**config.mk**
```make
export PLATFORM = sky130hd
export DESIGN_NAME = mem_arbiter
export DESIGN_NICKNAME = d
export VERILOG_FILES = /design/src/rtl/mem_arb_pkg.sv /design/src/rtl/mem_arbiter_arb_pick.sv /design/src/rtl/mem_arbiter.sv
export SDC_FILE = /design/constraint.sdc
export NUM_CORES = 1
export LEC_CHECK = 0
export CORE_AREA = 4 4 202 204
export DETAILED_ROUTE_END_ITERATION = 10
export DIE_AREA = 0 0 206 208
export MAX_ROUTING_LAYER = met4
export PLACE_DENSITY = 0.65
export SLEW_MARGIN = 5
export SYNTH_ARGS = -nofsm -noshare
export SYNTH_HDL_FRONTEND = slang
export SYNTH_SLANG_ARGS = --single-unit
```
**constraint.sdc**
```tcl
create_clock -name CLK -period 13.2 [get_ports CLK]
set_input_delay 2.64 -clock CLK [delete_from_list [all_inputs] [get_ports CLK]]
set_output_delay 2.64 -clock CLK [all_outputs]
set_load 0.01 [all_outputs]
```
**src/rtl/mem_arb_pkg.sv**
```systemverilog
// Shared types and constants for the multi-master memory arbiter.
package mem_arb_pkg;

  typedef enum logic [1:0] {
    IDLE   = 2'd0,
    ACCESS = 2'd1,
    RESP   = 2'd2
  } state_e;

  localparam int unsigned DEF_ADDR_W = 64;
  localparam int unsigned DEF_DATA_W = 64;
  localparam int unsigned TMO_W      = 8;

  // Next index in a ring of n masters.
  function automatic int unsigned wrap_inc(input int unsigned idx, input int unsigned n);
    return ((idx + 1) >= n) ? 0 : (idx + 1);
  endfunction

endpackage

```
**src/rtl/mem_arbiter_arb_pick.sv**
```systemverilog
// Rotating-priority selector: first set request at or after the start index wins.
module arb_pick #(
  parameter int unsigned N  = 2,
  parameter int unsigned IW = 1
) (
  input  logic [N-1:0]  i_req,
  input  logic [IW-1:0] i_start,
  output logic [N-1:0]  o_grant,
  output logic [IW-1:0] o_idx,
  output logic          o_valid
);

  always_comb begin
    o_grant = '0;
    o_idx   = '0;
    o_valid = 1'b0;
    for (int unsigned k = 0; k < N; k++) begin
      for (int unsigned j = 0; j < N; j++) begin
        if (!o_valid && i_req[j] && (((32'(i_start) + k) % N) == j)) begin
          o_valid    = 1'b1;
          o_grant[j] = 1'b1;
          o_idx      = IW'(j);
        end
      end
    end
  end

endmodule

```
**src/rtl/mem_arbiter.sv**
```systemverilog
// Multi-master arbiter serialising requests onto one slave bus with wait states and timeout.
// Define MEM_ARB_ROUND_ROBIN_EN for round-robin arbitration; default is fixed priority (index 0 highest).
module mem_arbiter
  import mem_arb_pkg::*;
#(
  parameter int unsigned NUM_MASTERS = 2,
  parameter int unsigned ADDR_W      = DEF_ADDR_W,
  parameter int unsigned DATA_W      = DEF_DATA_W,
  parameter int unsigned TIMEOUT     = 15
) (
  input  logic                          CLK,
  input  logic                          RESET,
  input  logic [NUM_MASTERS-1:0]        HTRANS,
  input  logic [NUM_MASTERS*ADDR_W-1:0] HADDR,
  input  logic [NUM_MASTERS-1:0]        HWRITE,
  input  logic [NUM_MASTERS*DATA_W-1:0] HWDATA,
  output logic [NUM_MASTERS-1:0]        HREADY,
  output logic [NUM_MASTERS-1:0]        HRESP,
  output logic [DATA_W-1:0]             HRDATA,
  output logic                          stall,
  output logic                          PSEL,
  output logic [ADDR_W-1:0]             PADDR,
  output logic                          PWRITE,
  output logic [DATA_W-1:0]             PDATA,
  input  logic                          PREADY,
  input  logic [DATA_W-1:0]             PRDATA
);

  localparam int unsigned IW = $clog2(NUM_MASTERS);

  state_e                   r_state;
  state_e                   w_next;
  logic [IW-1:0]            w_start;
  logic [NUM_MASTERS-1:0]   w_win_oh;
  logic [IW-1:0]            w_win_idx;
  logic                     w_win_valid;
  logic [ADDR_W-1:0]        w_addr;
  logic                     w_wr;
  logic [DATA_W-1:0]        w_wdata;
  logic                     w_load;
  logic                     w_done;
  logic                     w_tmo;
  logic [TMO_W-1:0]         r_wait;
  logic [NUM_MASTERS-1:0]   r_grant_oh;
  logic [NUM_MASTERS-1:0]   r_hready;
  logic [NUM_MASTERS-1:0]   r_hresp;
  logic [DATA_W-1:0]        r_hrdata;
  logic                     r_psel;
  logic [ADDR_W-1:0]        r_paddr;
  logic                     r_pwrite;
  logic [DATA_W-1:0]        r_pdata;

  arb_pick #(.N(NUM_MASTERS), .IW(IW)) u_pick (
    .i_req   (HTRANS),
    .i_start (w_start),
    .o_grant (w_win_oh),
    .o_idx   (w_win_idx),
    .o_valid (w_win_valid)
  );

`ifdef MEM_ARB_ROUND_ROBIN_EN
  logic [IW-1:0] r_ptr;
  logic [IW-1:0] r_grant;

  // Pointer moves past the served master only once its response is issued.
  always_ff @(posedge CLK or posedge RESET) begin
    if (RESET) begin
      r_ptr   <= '0;
      r_grant <= '0;
    end else begin
      if (w_load)
        r_grant <= w_win_idx;
      if (r_state == RESP)
        r_ptr <= IW'(wrap_inc(32'(r_grant), NUM_MASTERS));
    end
  end

  assign w_start = r_ptr;
`else
  assign w_start = '0;
`endif

  // Winner's request payload.
  always_comb begin
    w_addr  = '0;
    w_wr    = 1'b0;
    w_wdata = '0;
    for (int unsigned i = 0; i < NUM_MASTERS; i++) begin
      if (w_win_idx == IW'(i)) begin
        w_addr  = HADDR[i*ADDR_W +: ADDR_W];
        w_wr    = HWRITE[i];
        w_wdata = HWDATA[i*DATA_W +: DATA_W];
      end
    end
  end

  always_ff @(posedge CLK or posedge RESET) begin
    if (RESET) r_state <= IDLE;
    else       r_state <= w_next;
  end

  always_comb begin
    w_next = r_state;
    unique case (r_state)
      IDLE:    if (w_win_valid) w_next = ACCESS;
      ACCESS:  if (w_done || w_tmo) w_next = RESP;
      RESP:    w_next = IDLE;
      default: w_next = IDLE;
    endcase
  end

  // PREADY takes precedence over a timeout landing in the same cycle.
  always_comb begin
    w_load = 1'b0;
    w_done = 1'b0;
    w_tmo  = 1'b0;
    unique case (r_state)
      IDLE:    w_load = w_win_valid;
      ACCESS: begin
        w_done = PREADY;
        w_tmo  = !PREADY && (r_wait == TMO_W'(TIMEOUT - 1));
      end
      default: ;
    endcase
  end

  always_ff @(posedge CLK or posedge RESET) begin
    if (RESET) begin
      r_wait     <= '0;
      r_grant_oh <= '0;
      r_hready   <= '0;
      r_hresp    <= '0;
      r_hrdata   <= '0;
      r_psel     <= 1'b0;
      r_paddr    <= '0;
      r_pwrite   <= 1'b0;
      r_pdata    <= '0;
    end else begin
      r_hready <= '0;
      r_hresp  <= '0;
      if (w_load) begin
        r_paddr    <= w_addr;
        r_pwrite   <= w_wr;
        r_pdata    <= w_wdata;
        r_psel     <= 1'b1;
        r_grant_oh <= w_win_oh;
        r_wait     <= '0;
      end
      if (w_done) begin
        r_hrdata <= PRDATA;
        r_psel   <= 1'b0;
        r_hready <= r_grant_oh;
      end else if (w_tmo) begin
        r_psel   <= 1'b0;
        r_hready <= r_grant_oh;
        r_hresp  <= r_grant_oh;
      end else if (r_state == ACCESS) begin
        r_wait <= r_wait + TMO_W'(1);
      end
    end
  end

  assign HREADY = r_hready;
  assign HRESP  = r_hresp;
  assign HRDATA = r_hrdata;
  assign PSEL   = r_psel;
  assign PADDR  = r_paddr;
  assign PWRITE = r_pwrite;
  assign PDATA  = r_pdata;
  assign stall  = |(HTRANS & ~r_hready);

endmodule

```
==> metrics.md <==
| Metric | Value |
|---|---|
| Synthesis Warnings | 0 |
| Setup Fix Bufs, Post-CTS | 0 |
| Die Area | 0.0428 mm2 |
| Num Clock Sinks | 210 |
| Period utilisation layout | 51.3% |
| First-pass GRT wire length | 52.2 mm |
| #FFs+latches synth | 210 |
| Hold Crit Class | flop to flop |
| Post-synth EDFFs | 0 |
| RR Endpoint | HRDATA[62] |
| Layout area overhead | 70.9% |
| Switching power | 1140 uW |
| Sw frac | 33.8% |
| CTS resizes | 0 |
| Placement Rows | 73 |
| FF-to-FF path depth | 4 |
| WL final | 35.5 mm |
| Setup Skew | 7.92 ps |
| Initial antenna violation count | 0 |
| Hold-fix buffers, CTS | 0 |
| Register area share after synthesis | 57.3% |
| Total GRT Usage | 15.8% |
| Slew at the pin closest to its max-slew limit | 1250 ps |
| Int Pwr | 2240 uW |
| Nets | 1612 |
| Clock share of power | 21.5% |
| Port Buf Inserts | 525 |
| Placer Congestion | 0.818 |
| RSZ-0062 raised after global routing | no |
| Total power | 3390 uW |
| Top FF cell, synth | dfrtp_1 |
| Combinational Power Share | 46.2% |
| ANT cells | 0 |
| CP Data Arrival Time | 4130 ps |
| Post-route minimum period | 6770 ps |
| Setup Viol. Count Final | 0 |
| Number of distinct library cells after synthesis | 40 |
| Root Driver | clkbuf_16 |
| Die span in x | 206 um |
| TritonCTS Buffers | 24 |
| Slowest cell delay on critical path | 680 ps |
| Layout cells sized above 1 | 9.84% |
| Synth async-reset ratio | 100% |
| # fillers | 3777 |
| Synthesized area | 0.00917 mm2 |
| Flop-to-flop setup slack | 10680 ps |
| Syn Inst Count | 799 |
| Reg clk slew, reported paths | 60 ps |
| Hold WS | 460 ps |
| Slowest CP cell | clkdlybuf4s50_1 |
| Critical path required time | 10560 ps |
| Post-route setup TNS | 0 ps |
| Final Max Slew Viols | 0 |
| Post-DRT Antenna Nets | 0 |
| DP HPWL | 26.3 mm |
| Final hold violation count | 0 |
| Worst ir drop on vdd | 73.2 uV |
| Drc violations | 0 |
| Initial Utilization | 23.4% |
| Hold depth | 1 |
| Largest net degree at the start of global routing | 98 |
| Crit path cell chain | clkdlybuf4s50_1, inv_1, o22ai_1, clkdlybuf4s50_1 |
| CTS tree | done |
| Number of global-route vias before repair | 8830 |
| Sequential power share | 32.3% |
| DR WL/cell | 19.4 um |
| Rel. slew slack | 16.4% |
| Vias/cell | 4.69 |
| Min-delay src | r_wait[7] |
| DR pass1 iterations | 6 |
| H-tree depth | 1 |
| Reg2reg start | r_state[1] |
| Static Leak | 0.00640 uW |
| Starting DRT DRC Count | 394 |
| CP endpoint kind | output pin |
| Max clock buf depth | 3 |
| Synthesized Nets | 1128 |
| Startpoint types | input pin |
| I/O pins | 526 |
| Std-Cell Core Area | 0.0393 mm2 |
| Via Count | 8569 |
| MaxCap Viol Count | 0 |
| Critical path's most frequent cell | clkdlybuf4s50_1 |
| Grt ovf | 0 |
| Crit Path Class | input pin to output pin |
| Die Ht | 208 um |
| Worst Hold Endpoint | r_wait[7] |
| Avg Cell Area, Syn | 11.5 um2 |
| Worst-path maximum fanout | 5 |
| Fmax | 148 MHz |
| Clock Latency Late Sink | 520 ps |
| Outcome | completed |
| Pwr dens | 216 mW/mm2 |
[routing by layer]
layer,share of wire [%],vias to the layer above,GRT usage [%]
met5,0,-,-
met4,2.4,0,4.20
met3,8.5,45,3.23
met2,48,405,26.5
met1,41,4153,19.3
li1,-,3966,-
[cell type report]
cell class                 instances  area, um2  share of cell area (%)
multi-input combinational        507       3530                    22.5
tap                              525        657                    4.19
sequential                       210       5260                    33.5
clock inverter                    13        174                    1.11
clock buffer                      31        708                    4.52
inverter                           5       26.3                   0.168
timing repair buffer             535       5330                    34.0
[sequential cells by signal, indices dropped and copies added (netlist names), 2 cells and up]
name and cells:
HRDATA 64, HREADY 2, HRESP 2, PADDR 64
PDATA 64, r_grant_oh 2, r_state 2, r_wait 8
[synthesized netlist by cell type (2+ instances only)]
master	count	area (um2)
dfrtp_1	210	5260
o21ai_1	163	816
o22ai_1	116	726
o21ai_0	103	515
mux2_4	60	901
buf_2	29	145
clkbuf_1	27	101
mux2i_1	21	210
clkbuf_2	9	45.0
buf_6	7	78.8
and3_1	6	37.5
inv_1	5	18.8
buf_4	4	30.0
mux2_2	4	45.0
nor2_1	4	15.0
nand3_1	3	15.0
ha_1	2	25.0
nand2_1	2	7.51
o211ai_1	2	15.0
o21bai_1	2	15.0
[metrics by stage]
step / cell area, um2 / setup slack, ps / utilization [%] / cells
2_1_floorplan: 9170 / 4820 / - / 799
3_3_place_gp: 14800 / 6440 / 37.7 / 1782
3_5_place_dp: 14800 / 6420 / 37.7 / 1782
4_1_cts: 15700 / 6420 / 39.9 / 1826
5_1_grt: 15700 / 6320 / 39.9 / 1826
6_report: 15700 / 6430 / 39.9 / 1826
[power groups by stage]
stage	Sequential, uW	Clock [uW]	Combinational [uW]
floorplan	1220	0	591
global placement	1090	0	1570
detailed placement	1110	0	1580
CTS	1100	749	1580
global route	1130	777	1680
finish	1100	727	1570
[worst max-delay path: cells and delay by family]
kind / cells / cell delay (ps)
buf+inv: 3 / 1320
compound gates: 1 / 180
[worst max path at each step]
stage               startpoint   endpoint  slack [ps]  cells after the start
CTS                  HTRANS[0]      stall        6420                      4
floorplan                RESET  HRDATA[0]        4820                      1
finish               HTRANS[0]      stall        6430                      4
global placement     HTRANS[0]      stall        6440                      4
detailed placement   HTRANS[0]      stall        6420                      4
global route         HTRANS[0]      stall        6320                      4
[layout by cell type (no fill, tap or decap), types with 2 or more instances in the layout]
master | synthesis | layout
clkbuf_16 | 0 | 25
mux2_4 | 60 | 60
nand2_1 | 2 | 2
o21ai_0 | 103 | 103
bufinv_16 | 0 | 4
nand3_1 | 3 | 3
mux2_2 | 4 | 4
clkdlybuf4s50_1 | 0 | 525
nor3b_2 | 1 | 2
o22ai_1 | 116 | 116
o211ai_1 | 2 | 2
clkinv_2 | 0 | 6
buf_4 | 4 | 10
mux2i_1 | 21 | 21
and3_1 | 6 | 6
o21ai_1 | 163 | 162
o21bai_1 | 2 | 2
ha_1 | 2 | 2
inv_1 | 5 | 4
clkinvlp_4 | 0 | 2
nor2_1 | 4 | 3
dfrtp_1 | 210 | 210
clkbuf_8 | 0 | 6
[cells by family (layout without fill, tap and decap cells)]
logic type	Yosys count	count (layout)	synth area share, %
muxes	85	85	12.6
buffers and inverters	82	584	4.61
adders and majority gates	2	2	0.273
AOI/OAI and AO/OA	392	392	23.2
DFF	210	210	57.3
and+or+nand+nor	28	28	1.98
No activity file was read; power rests on OpenSTA's default activity.
